### config.mk
export PLATFORM = sky130hd
export DESIGN_NAME = ingress_drop_fifo
export DESIGN_NICKNAME = d
export VERILOG_FILES = /design/src/rtl/ingress_drop_fifo.sv
export SDC_FILE = /design/constraint.sdc
export NUM_CORES = 1
export LEC_CHECK = 0
export CAP_MARGIN = 10
export CORE_ASPECT_RATIO = 0.75
export CORE_MARGIN = 2
export CORE_UTILIZATION = 55
export DETAILED_ROUTE_END_ITERATION = 8
export PLACE_DENSITY = 0.77
export SLEW_MARGIN = 10
export SYNTH_ARGS = -nofsm -noshare
export SYNTH_HDL_FRONTEND = slang
export SYNTH_SLANG_ARGS = --single-unit
### constraint.sdc
create_clock -name clk -period 2.9 [get_ports clk]
set_input_delay 0.58 -clock clk [delete_from_list [all_inputs] [get_ports clk]]
set_output_delay 0.58 -clock clk [all_outputs]
set_load 0.02 [all_outputs]
### src/rtl/ingress_drop_fifo.sv
// Per-port ingress packet buffer with show-ahead output, selectable overflow policy
// (drop incoming or overwrite oldest) and a saturating discard counter.
module ingress_drop_fifo #(
   parameter int DEPTH       = 8,
   parameter int DATA_W      = 8,
   parameter int SRC_W       = 4,
   parameter int TGT_W       = 4,
   parameter int DROP_OLDEST = 0,
   parameter int AF_THRESH   = DEPTH - 2,
   parameter int CNT_W       = 16
) (
   input  logic                       clk,
   input  logic                       rst_n,
   input  logic                       valid_in,
   input  logic [SRC_W-1:0]           source_in,
   input  logic [TGT_W-1:0]           target_in,
   input  logic [DATA_W-1:0]          data_in,
   output logic                       pkt_valid,
   output logic [SRC_W-1:0]           pkt_source,
   output logic [TGT_W-1:0]           pkt_target,
   output logic [DATA_W-1:0]          pkt_data,
   input  logic                       pkt_ready,
   output logic                       fifo_full,
   output logic                       fifo_empty,
   output logic                       almost_full,
   output logic [$clog2(DEPTH+1)-1:0] level,
   output logic                       drop_pulse,
   output logic [CNT_W-1:0]           drop_count,
   input  logic                       clr_stats
);

   localparam int PTR_W   = $clog2(DEPTH);
   localparam int LVL_W   = $clog2(DEPTH+1);
   localparam int ENTRY_W = SRC_W + TGT_W + DATA_W;

   logic [ENTRY_W-1:0] r_mem [DEPTH];
   logic [PTR_W-1:0]   r_rdPtr;
   logic [PTR_W-1:0]   r_wrPtr;
   logic [LVL_W-1:0]   r_level;
   logic               r_dropPulse;
   logic [CNT_W-1:0]   r_dropCount;

   logic               w_empty;
   logic               w_full;
   logic               w_pop;
   logic               w_push;
   logic               w_nullDrop;
   logic               w_fullDrop;
   logic               w_overwrite;
   logic               w_write;
   logic               w_drop;
   logic               w_incr;
   logic               w_decr;
   logic [ENTRY_W-1:0] w_head;

   // Explicit wrap so that non-power-of-two depths index correctly.
   function automatic logic [PTR_W-1:0] nextPtr(input logic [PTR_W-1:0] p);
      return (p == PTR_W'(DEPTH-1)) ? '0 : p + PTR_W'(1);
   endfunction

   assign w_empty     = (r_level == '0);
   assign w_full      = (r_level == LVL_W'(DEPTH));
   assign w_pop       = !w_empty && pkt_ready;
   assign w_push      = valid_in && (target_in != '0);
   assign w_nullDrop  = valid_in && (target_in == '0);
   assign w_fullDrop  = w_push && w_full && !w_pop;
   assign w_overwrite = w_fullDrop && (DROP_OLDEST != 0);
   assign w_write     = w_push && (!w_full || w_pop || (DROP_OLDEST != 0));
   assign w_drop      = w_nullDrop || w_fullDrop;

   // An overwrite replaces the oldest entry, so occupancy is unchanged.
   assign w_incr      = w_write && !w_pop && !w_overwrite;
   assign w_decr      = w_pop && !w_write;

   always_ff @(posedge clk) begin
      if (w_write) begin
         r_mem[r_wrPtr] <= {source_in, target_in, data_in};
      end
   end

   always_ff @(posedge clk or negedge rst_n) begin
      if (!rst_n) begin
         r_rdPtr <= '0;
         r_wrPtr <= '0;
         r_level <= '0;
      end else begin
         if (w_write) begin
            r_wrPtr <= nextPtr(r_wrPtr);
         end
         if (w_pop || w_overwrite) begin
            r_rdPtr <= nextPtr(r_rdPtr);
         end
         if (w_incr) begin
            r_level <= r_level + LVL_W'(1);
         end else if (w_decr) begin
            r_level <= r_level - LVL_W'(1);
         end
      end
   end

   // Clear wins over a coincident drop; the strobe still reports the drop.
   always_ff @(posedge clk or negedge rst_n) begin
      if (!rst_n) begin
         r_dropPulse <= 1'b0;
         r_dropCount <= '0;
      end else begin
         r_dropPulse <= w_drop;
         if (clr_stats) begin
            r_dropCount <= '0;
         end else if (w_drop && (r_dropCount != {CNT_W{1'b1}})) begin
            r_dropCount <= r_dropCount + CNT_W'(1);
         end
      end
   end

   assign w_head      = r_mem[r_rdPtr];

   assign pkt_valid   = !w_empty;
   assign pkt_source  = w_empty ? '0 : w_head[ENTRY_W-1 -: SRC_W];
   assign pkt_target  = w_empty ? '0 : w_head[DATA_W +: TGT_W];
   assign pkt_data    = w_empty ? '0 : w_head[DATA_W-1:0];

   assign fifo_full   = w_full;
   assign fifo_empty  = w_empty;
   assign almost_full = (r_level >= LVL_W'(AF_THRESH));
   assign level       = r_level;
   assign drop_pulse  = r_dropPulse;
   assign drop_count  = r_dropCount;

endmodule

Word-level counts from Yosys, hierarchy flattened
Memories as Yosys holds them, arrays and structs flattened. Cells that the tools add are included.

Register bits after elaboration: 27. Bits in writable memories: 128. Input bits: 21. Output and inout bits: 41. Word-level logic and storage cells: 47. Memories kept: 1.

$add $sub $neg: 5. Order comparisons: 1. Equal/unequal tests: 4. Mux-type cells: 11. Reduce and logical (&&, ||, !) cells: 20.

Memories: r_mem (words 8, width 16, read ports 1, clocked after Yosys merged registers in 0, write ports 1, RTL line 36) `logic [ENTRY_W-1:0] r_mem [DEPTH];`.

Operators with widths (number): 16-bit two-way mux (2); 16-bit by 1-bit adder with 16-bit output, second input constant (1); 4-bit two-way mux (4); 16-bit != test, second input constant (1); 1-bit logical AND (9); 4-bit logical NOT (2); 8-bit two-way mux (1); 3-bit by 1-bit adder with 3-bit output, second input constant (2); 3-bit equality test, second input constant (2); 3-bit two-way mux (2); 4-bit by 1-bit adder with 4-bit output, second input constant (1); 4-bit equality test, second input constant (1); 4-bit by 3-bit >= comparator with 1-bit output, second input constant (1); 1-bit logical NOT (4); 2-bit nonzero test (2); 4-bit nonzero test (1); 4-bit by 1-bit subtractor with 4-bit output, second input constant (1); 1-bit logical OR (2); 1-bit two-way mux (2).

Longest topological paths before layout
Gate-level depths: netlist of the first run.

Depth in word-level cells: 9. Depth in mapped cells: 12. Depth with buffers taken out: 12.

Worst setup path before layout of the first run
OpenSTA, ideal clock, no wires.

Path kind: flip-flop to flip-flop. Start: reg r_level[0] (netlist: level[0]). End: mem r_mem[0][0] (netlist name) (enable). Library setup time: 0.409 ns. Arrival: 2.335 ns. Data required time: 2.491 ns. Setup slack: 0.156 ns. Cell stages (with the launch flop): 7. Buffers on the path: 0. Period minus slack after synthesis: 2.744 ns. Cells stage by stage: dfrtp_1 nor4b_4 a21oi_1 nand2_1 inv_1 nand2b_1 nor3_1.

Elaborated cells on any way between the ends: 9. Classes of those cells: 1 x eq/ne; 2 x mux; 6 x reduce/logical.

RTL lines: start, declared (RTL line 39) `logic [LVL_W-1:0] r_level;`; start signal, assigned (RTL line 94) `r_level <= r_level + LVL_W'(1);`; start signal, assigned (RTL line 96) `r_level <= r_level - LVL_W'(1);`; 4-bit equality test (RTL line 62) `assign w_full = (r_level == LVL_W'(DEPTH));`; named net fifo_full (RTL line 23) `output logic fifo_full,`; 1-bit logical NOT (RTL line 68) `assign w_write = w_push && (!w_full || w_pop || (DROP_OLDEST != 0));`; 1-bit logical OR (RTL line 68); 1-bit logical AND (RTL line 68); named net w_write (RTL line 50) `logic w_write;`; 1-bit two-way mux (RTL line 76) `if (w_write) begin`; 1-bit two-way mux (implied by the code) (RTL line 77) `r_mem[r_wrPtr] <= {source_in, target_in, data_in};`; end, declared (RTL line 36).

The timed path passes the listed nets, and every way through them passes these cells.

Worst setup path after layout of the first run
Start: reg r_rdPtr[0]. End: out pkt_target[1].

Longest elaborated chain between the ends: 2.

Ends and longest elaborated chain: start, declared (RTL line 37) `logic [PTR_W-1:0] r_rdPtr;`; start signal, assigned (RTL line 91) `r_rdPtr <= nextPtr(r_rdPtr);`; memory 8 x 16 bit; 4-bit two-way mux (RTL line 120) `assign pkt_target = w_empty ? '0 : w_head[DATA_W +: TGT_W];`; end, declared (RTL line 20) `output logic [TGT_W-1:0] pkt_target,`.

Every way passes these cells.

==> run metrics, run 1 <==
run status=finished clean; Core Util, Final=70.14%; synth top area cells=edfxtp_1 60%, mux4_2 11%, dfrtp_1 11%, mux2i_1 2.5%, nor2_1 2.3%; GR Util All Layers=22.35%; Period Utilization, post-route=96.49%; Overflow after GRT=0; Yosys reg bits=155; latest clock arrival within the worst-skew pair=0.42 ns; Placed Cells=584; Worst Setup Start Kind=register; Crit Path Max Fanout=16; Final Non-Filler Cells=616; Ports=62; vias in the first global route=3687; htree depth=4; nets=490; # DRC=0; via count=3563; crit-path cells=buf_12 -> mux4_2 -> mux2i_1 -> nor2_1 -> dlygate4sd2_1; DP HPWL=7812 um; # setup viols final=0; setup TNS=0 ns; Mean Syn Cell Area=17.69 um2; initial drt markers=315; final period demand of the worst path=2.798 ns; Max VDD drop=0.5872 mV; share of the synthesized area in the top cell type=60.02%; Num CTS Buffers=17; list of most frequent post-synthesis cells=128 x edfxtp_1, 40 x nor2_1, 32 x mux4_2; final WL=12910 um; IO Port Bufs=61; top-count cell post-synth=edfxtp_1; clk buf depth=2; Mapped Area=6404 um2; CTS Hold Buffers Added=0; Die Y=97.45 um; Final Max Slew Viols=0; Fmax=0.3574 GHz; CP max-delay cell=mux4_2; ys async rst share=17.42%; 1st-pass router iterations=5; pwr dens=972.5 nW/um2; number of synthesis warnings=0; Setup WS pre-CTS=-0.1683 ns; CP endpoint kind=primary output; register area share after synthesis=70.57%; RSZ-0062 raised after global routing=false; clk root buf=clkbuf_16; Worst Tran Pin Value=0.6619 ns; Antenna Nets Post-Route=0; gpl congestion=0.7474; Sink Count=155; Final Hold Vio Count=0; Core Region=11490 um2; leakage=2.892 nW; Ant. Diodes=0; worst hold path type=in -> async; Yosys cell types=39; Die Width=128.6 um; count of mapped cells out of synthesis=362; Synth area leader=edfxtp_1; Setup WS post-layout=0.1019 ns; multi-input logic area=1794 um2; clock tree from TritonCTS=built; Core Rows=34; Worst EP required=2.32 ns; Reg clk slew, reported paths=0.06 ns; largest net degree at the start of global routing=35; layout cells sized above 1=23.09%; worst rel slew slack=55.88%; Syn Nets=392; drt wl/cell=20.95 um; initial antenna violation count=0; register area=4521 um2; Synth Flop Type=edfxtp_1; CP peak stage delay=0.53 ns; Initial Util=55.75%; max-cap viol count=0; WHS=0.5313 ns; Post-synth EDFFs=128; Fill cells=727; synth-to-layout area growth=25.81%; Via density=5.784; critical path arrival=2.22 ns; first-pass GRT wire length=20300 um; clk_skew=0.01138 ns; Setup Crit Path Kind=reg -> out; die area=12530 um2
==> stage by stage <==
step / instance area (um2) / total power, mW
floorplan: 6404 / 4.558
global placement: 7457 / 5.646
detailed placement: 7457 / 5.755
CTS: 8054 / 7.918
global route: 8056 / 8.183
finish: 8056 / 7.835
==> metal layers <==
metal | GRT usage (%) | vias up | routed length [um]
met5 | 0 | - | 0
met4 | 8.696 | 0 | 229
met3 | 4.846 | 17 | 526
met2 | 36.01 | 89 | 6575
met1 | 30.24 | 1851 | 5575
li1 | - | 1606 | -
==> what timing repair did <==
item                                    4_1_cts  5_1_grt
endpoints found under the setup margin       17        1
gates resized for setup                      18        1
buffers inserted                              1        0
==> sequential cells by signal (all words and copies together) (netlist names) <==
register and count:
drop_pulse 1, level 4, r_wrPtr 3, r_mem 128, drop_count 16, r_rdPtr 3
==> report_power, final <==
group,switching (mW),total (mW),internal (mW)
clock network,0.848,2.28,1.43
registers,0.129,2.86,2.73
logic,1.43,2.70,1.27
total,2.41,7.84,5.43
==> critical path, delay by kind of cell (launching register included) <==
family                 cells  cell delay, ns
muxes                      2            0.73
and+or+nand+nor            1            0.07
DFF                        1            0.46
buffers and inverters      2            0.54
==> worst paths after layout <==
kind,from,end,slack [ns],cells after the start
setup / recovery,r_rdPtr[0],pkt_target[1],0.10,5
hold / removal,rst_n,drop_count[9],0.53,2
setup reg to reg,level[0],level[3],0.22,10
hold reg to reg,r_wrPtr[0],r_wrPtr[0],0.57,2
max in group asynchronous,rst_n,r_rdPtr[0],2.09,2
min in group clk,r_wrPtr[0],r_wrPtr[0],0.57,2
==> layout make-up <==
type	instances	area share, %
sequential	155	56.11
multi-input combinational	186	22.27
timing repair buffer	95	11.62
clock buffer	19	5.374
tap	144	2.236
clock inverter	12	2.159
inverter	5	0.2330
==> layout by cell type, fill, tap and decap left out, drive strengths merged, types with 2 or more instances in the layout <==
master | synthesis | final
clkinvlp | 0 | 3
dfrtp | 27 | 27
dlygate4sd2 | 0 | 17
a21oi | 5 | 5
nand2b | 6 | 6
nand4 | 2 | 2
xnor2 | 15 | 15
nor4b | 2 | 2
nor3 | 8 | 8
mux4 | 32 | 32
mux2 | 4 | 4
nor4 | 5 | 5
clkdlybuf4s50 | 0 | 44
mux2i | 16 | 16
buf | 10 | 34
ha | 8 | 8
a21o | 3 | 3
nor2 | 40 | 40
bufinv | 0 | 4
clkinv | 1 | 6
nor2b | 2 | 2
and4 | 3 | 3
inv | 4 | 4
nand3 | 8 | 8
a31o | 2 | 2
nand2 | 14 | 14
edfxtp | 128 | 128
clkbuf | 6 | 19
o21ai | 4 | 4
==> cell families after synthesis <==
logic type	count (synthesis)	synth area share [%]
xor gates and xnor gates	16	2.188
AOI/OAI and AO/OA	16	1.641
adders and majority gates	9	1.876
DFF	155	70.57
muxes	52	14.52
and+or+nand+nor	93	7.601
buffers and inverters	21	1.602
Note: power is estimated with default switching activity, not from simulation.
==> run 2, diff against run 1 <==
--- a/config.mk
+++ b/config.mk
@@ -6,11 +6,14 @@
 export NUM_CORES = 1
 export LEC_CHECK = 0
 export CAP_MARGIN = 10
+export CELL_PAD_IN_SITES_DETAIL_PLACEMENT = 0
+export CELL_PAD_IN_SITES_GLOBAL_PLACEMENT = 1
 export CORE_ASPECT_RATIO = 0.75
 export CORE_MARGIN = 2
-export CORE_UTILIZATION = 55
+export CORE_UTILIZATION = 49
 export DETAILED_ROUTE_END_ITERATION = 8
-export PLACE_DENSITY = 0.77
+export PLACE_DENSITY_LB_ADDON = 0.1
+export REMOVE_ABC_BUFFERS = 1
 export SLEW_MARGIN = 10
 export SYNTH_ARGS = -nofsm -noshare
 export SYNTH_HDL_FRONTEND = slang
==> run metrics, run 2 (synthesis gave the netlist of run 1 again) <==
Worst EP required=2.32 ns (about the same); Top reg by flops=r_mem; Via density=5.433 (-6.1%); WHS=0.5278 ns (-0.003536 ns); 1st-pass router iterations=5 (unchanged); design area=8059 um2 (about the same); Core Rows=36 (+5.9%); nets=488 (-0.41%); Routed met3 length=487 um (-7.4%); Fill cells=969 (+33%); first-pass GRT wire length=19410 um (-4.4%); setup slack, reg-to-reg=0.24 ns (+0.02 ns); Worst Setup Start Kind=register; die area=14010 um2 (+12%); Reg clk slew, reported paths=0.06 ns (about the same); Pwr Total=7.633 mW (-2.6%); gpl congestion=0.7316 (-2.1%); pwr dens=947.2 nW/um2 (-2.6%); register area=4522 um2 (about the same); worst path buffer plus inverter count=3 (+1); Initial Util=49.71% (-6.0 points); Placed Cells=610 (+4.5%); worst rel slew slack=50.93% (-4.9 points); Ant. Diodes=0 (unchanged); run status=finished clean; IO Port Bufs=61 (unchanged); setup TNS=0 ns (unchanged); worst hold path type=in -> async; clock tree from TritonCTS=built; Max VDD drop=0.5053 mV (-14%); Fmax=0.3686 GHz (+3.1%); Setup Crit Path Kind=reg -> out; CP max-delay cell=or4_1; Ports=62 (unchanged); layout cells sized above 1=23.35% (+0.26 points); max-cap viol count=0 (unchanged); worst r2r dst=level[3]; Final Non-Filler Cells=642 (+4.2%); Die Width=136.0 um (+5.8%); initial drt markers=191 (-39%); synth-to-layout area growth=25.85% (about the same); leakage=2.875 nW (-0.58%); reg2reg start=level[2]; Met2 Wirelength=5662 um (-14%); Post-DP Area=7496 um2 (+0.52%); drt wl/cell=19.42 um (-7.3%); Period Utilization, post-route=93.55% (-2.9 points); crit-path leading delay family=simple AND/OR/NAND/NOR gates; max reg flops=128 (unchanged); final WL=12470 um (-3.4%); Antenna Nets Post-Route=0 (unchanged); clk_skew=0.006978 ns (-0.004401 ns); RSZ-0062 raised after global routing=false; Final Max Slew Viols=0 (unchanged); Sink Count=155 (unchanged); worst reg-to-reg path cell count=10 (unchanged); # setup viols final=0 (unchanged); WL met1=6134 um (+10%); Core Region=12880 um2 (+12%); crit-path cells=or4_1 -> clkinv_1 -> buf_12 -> nor2_1 -> dlygate4sd2_1; Overflow after GRT=0 (unchanged); htree depth=4 (unchanged); latest clock arrival within the worst-skew pair=0.42 ns (about the same); Worst Tran Pin Value=0.7337 ns (+0.07183 ns); initial antenna violation count=0 (unchanged); most frequent cells in the layout=128 x edfxtp_1, 44 x clkdlybuf4s50_1, 40 x nor2_1, 32 x mux4_2, 25 x dfrtp_1; Num CTS Buffers=17 (unchanged); final period demand of the worst path=2.713 ns (-0.08532 ns); Die Y=103 um (+5.7%); clk buf depth=2 (unchanged); multi-input logic area=1792 um2 (-0.14%); CP peak stage delay=0.56 ns (+0.03 ns); Final Hold Vio Count=0 (unchanged); critical path arrival=2.13 ns (-0.09 ns); GR Util All Layers=19.39% (-3.0 points); # DRC=0 (unchanged); Crit Path Max Fanout=17 (+1); via count=3488 (-2.1%); post-CTS setup buffers=0 (-1); top sig layer=met4; largest net degree at the start of global routing=35 (unchanged); DP HPWL=7490 um (-4.1%); vias in the first global route=3494 (-5.2%); clk root buf=clkbuf_16; commonest non-fill, non-tap cell in the layout=edfxtp_1; CP endpoint kind=primary output
-- run 2: cell types whose count changed in the layout (fill, tap and decap cells not counted), sizes merged --
| cell | change |
|---|---|
| buf | -2 |
| clkinv | +2 |
| clkbuf | -1 |
| inv | +2 |
| bufinv | -2 |
-- run 2: area by class of cell --
| type | count | share of cell area (%) |
|---|---|---|
| flip-flops and latches | 155 | 56.11 |
| multi-input cells | 186 | 22.23 |
| repair buffers | 93 | 11.63 |
| clock buffers | 18 | 5.325 |
| well taps | 171 | 2.655 |
| clock inverters | 14 | 1.816 |
| inverters | 5 | 0.2329 |
-- run 2: metrics by stage --
stage | utilization (%) | setup slack [ns]
6_report | 62.56 | 0.1872
5_1_grt | 62.56 | 0.06798
4_1_cts | 62.56 | 0.1667
3_5_place_dp | 58.19 | -0.1636
3_3_place_gp | 58.19 | -0.1045
2_1_floorplan | - | 0.002535
-- run 2: report_power, final --
part           switching (mW)  internal [mW]  total [mW]  leakage (nW)
clock                   0.887           1.27        2.15         0.276
combinational            1.34           1.25        2.60          1.08
sequential              0.154           2.73        2.88          1.52
total                    2.39           5.25        7.63          2.88
-- run 2: timing repair --
item / 4_1_cts / 5_1_grt
setup endpoints to repair: 17 / 0
hold buffers: 0 / 0
gates resized for setup: 20 / 0
hold endpoints to repair: 0 / 0
-- run 2: worst max path at each step --
stage	startpoint	to	slack [ns]	depth (start not counted)
floorplan	r_rdPtr[0]	pkt_data[0]	0.003	3
global placement	target_in[1]	level[3]	-0.10	14
detailed placement	target_in[1]	level[3]	-0.16	14
CTS	r_rdPtr[0]	pkt_target[2]	0.17	5
global route	r_rdPtr[0]	pkt_data[0]	0.07	5
finish	level[2]	pkt_data[5]	0.19	5
-- run 2: routing by layer --
| metal | vias to the layer above | global-route usage [%] |
|---|---|---|
| met5 | - | 0 |
| met4 | 0 | 7.933 |
| met3 | 17 | 4.179 |
| met2 | 77 | 29.30 |
| met1 | 1787 | 27.82 |
| li1 | 1607 | - |
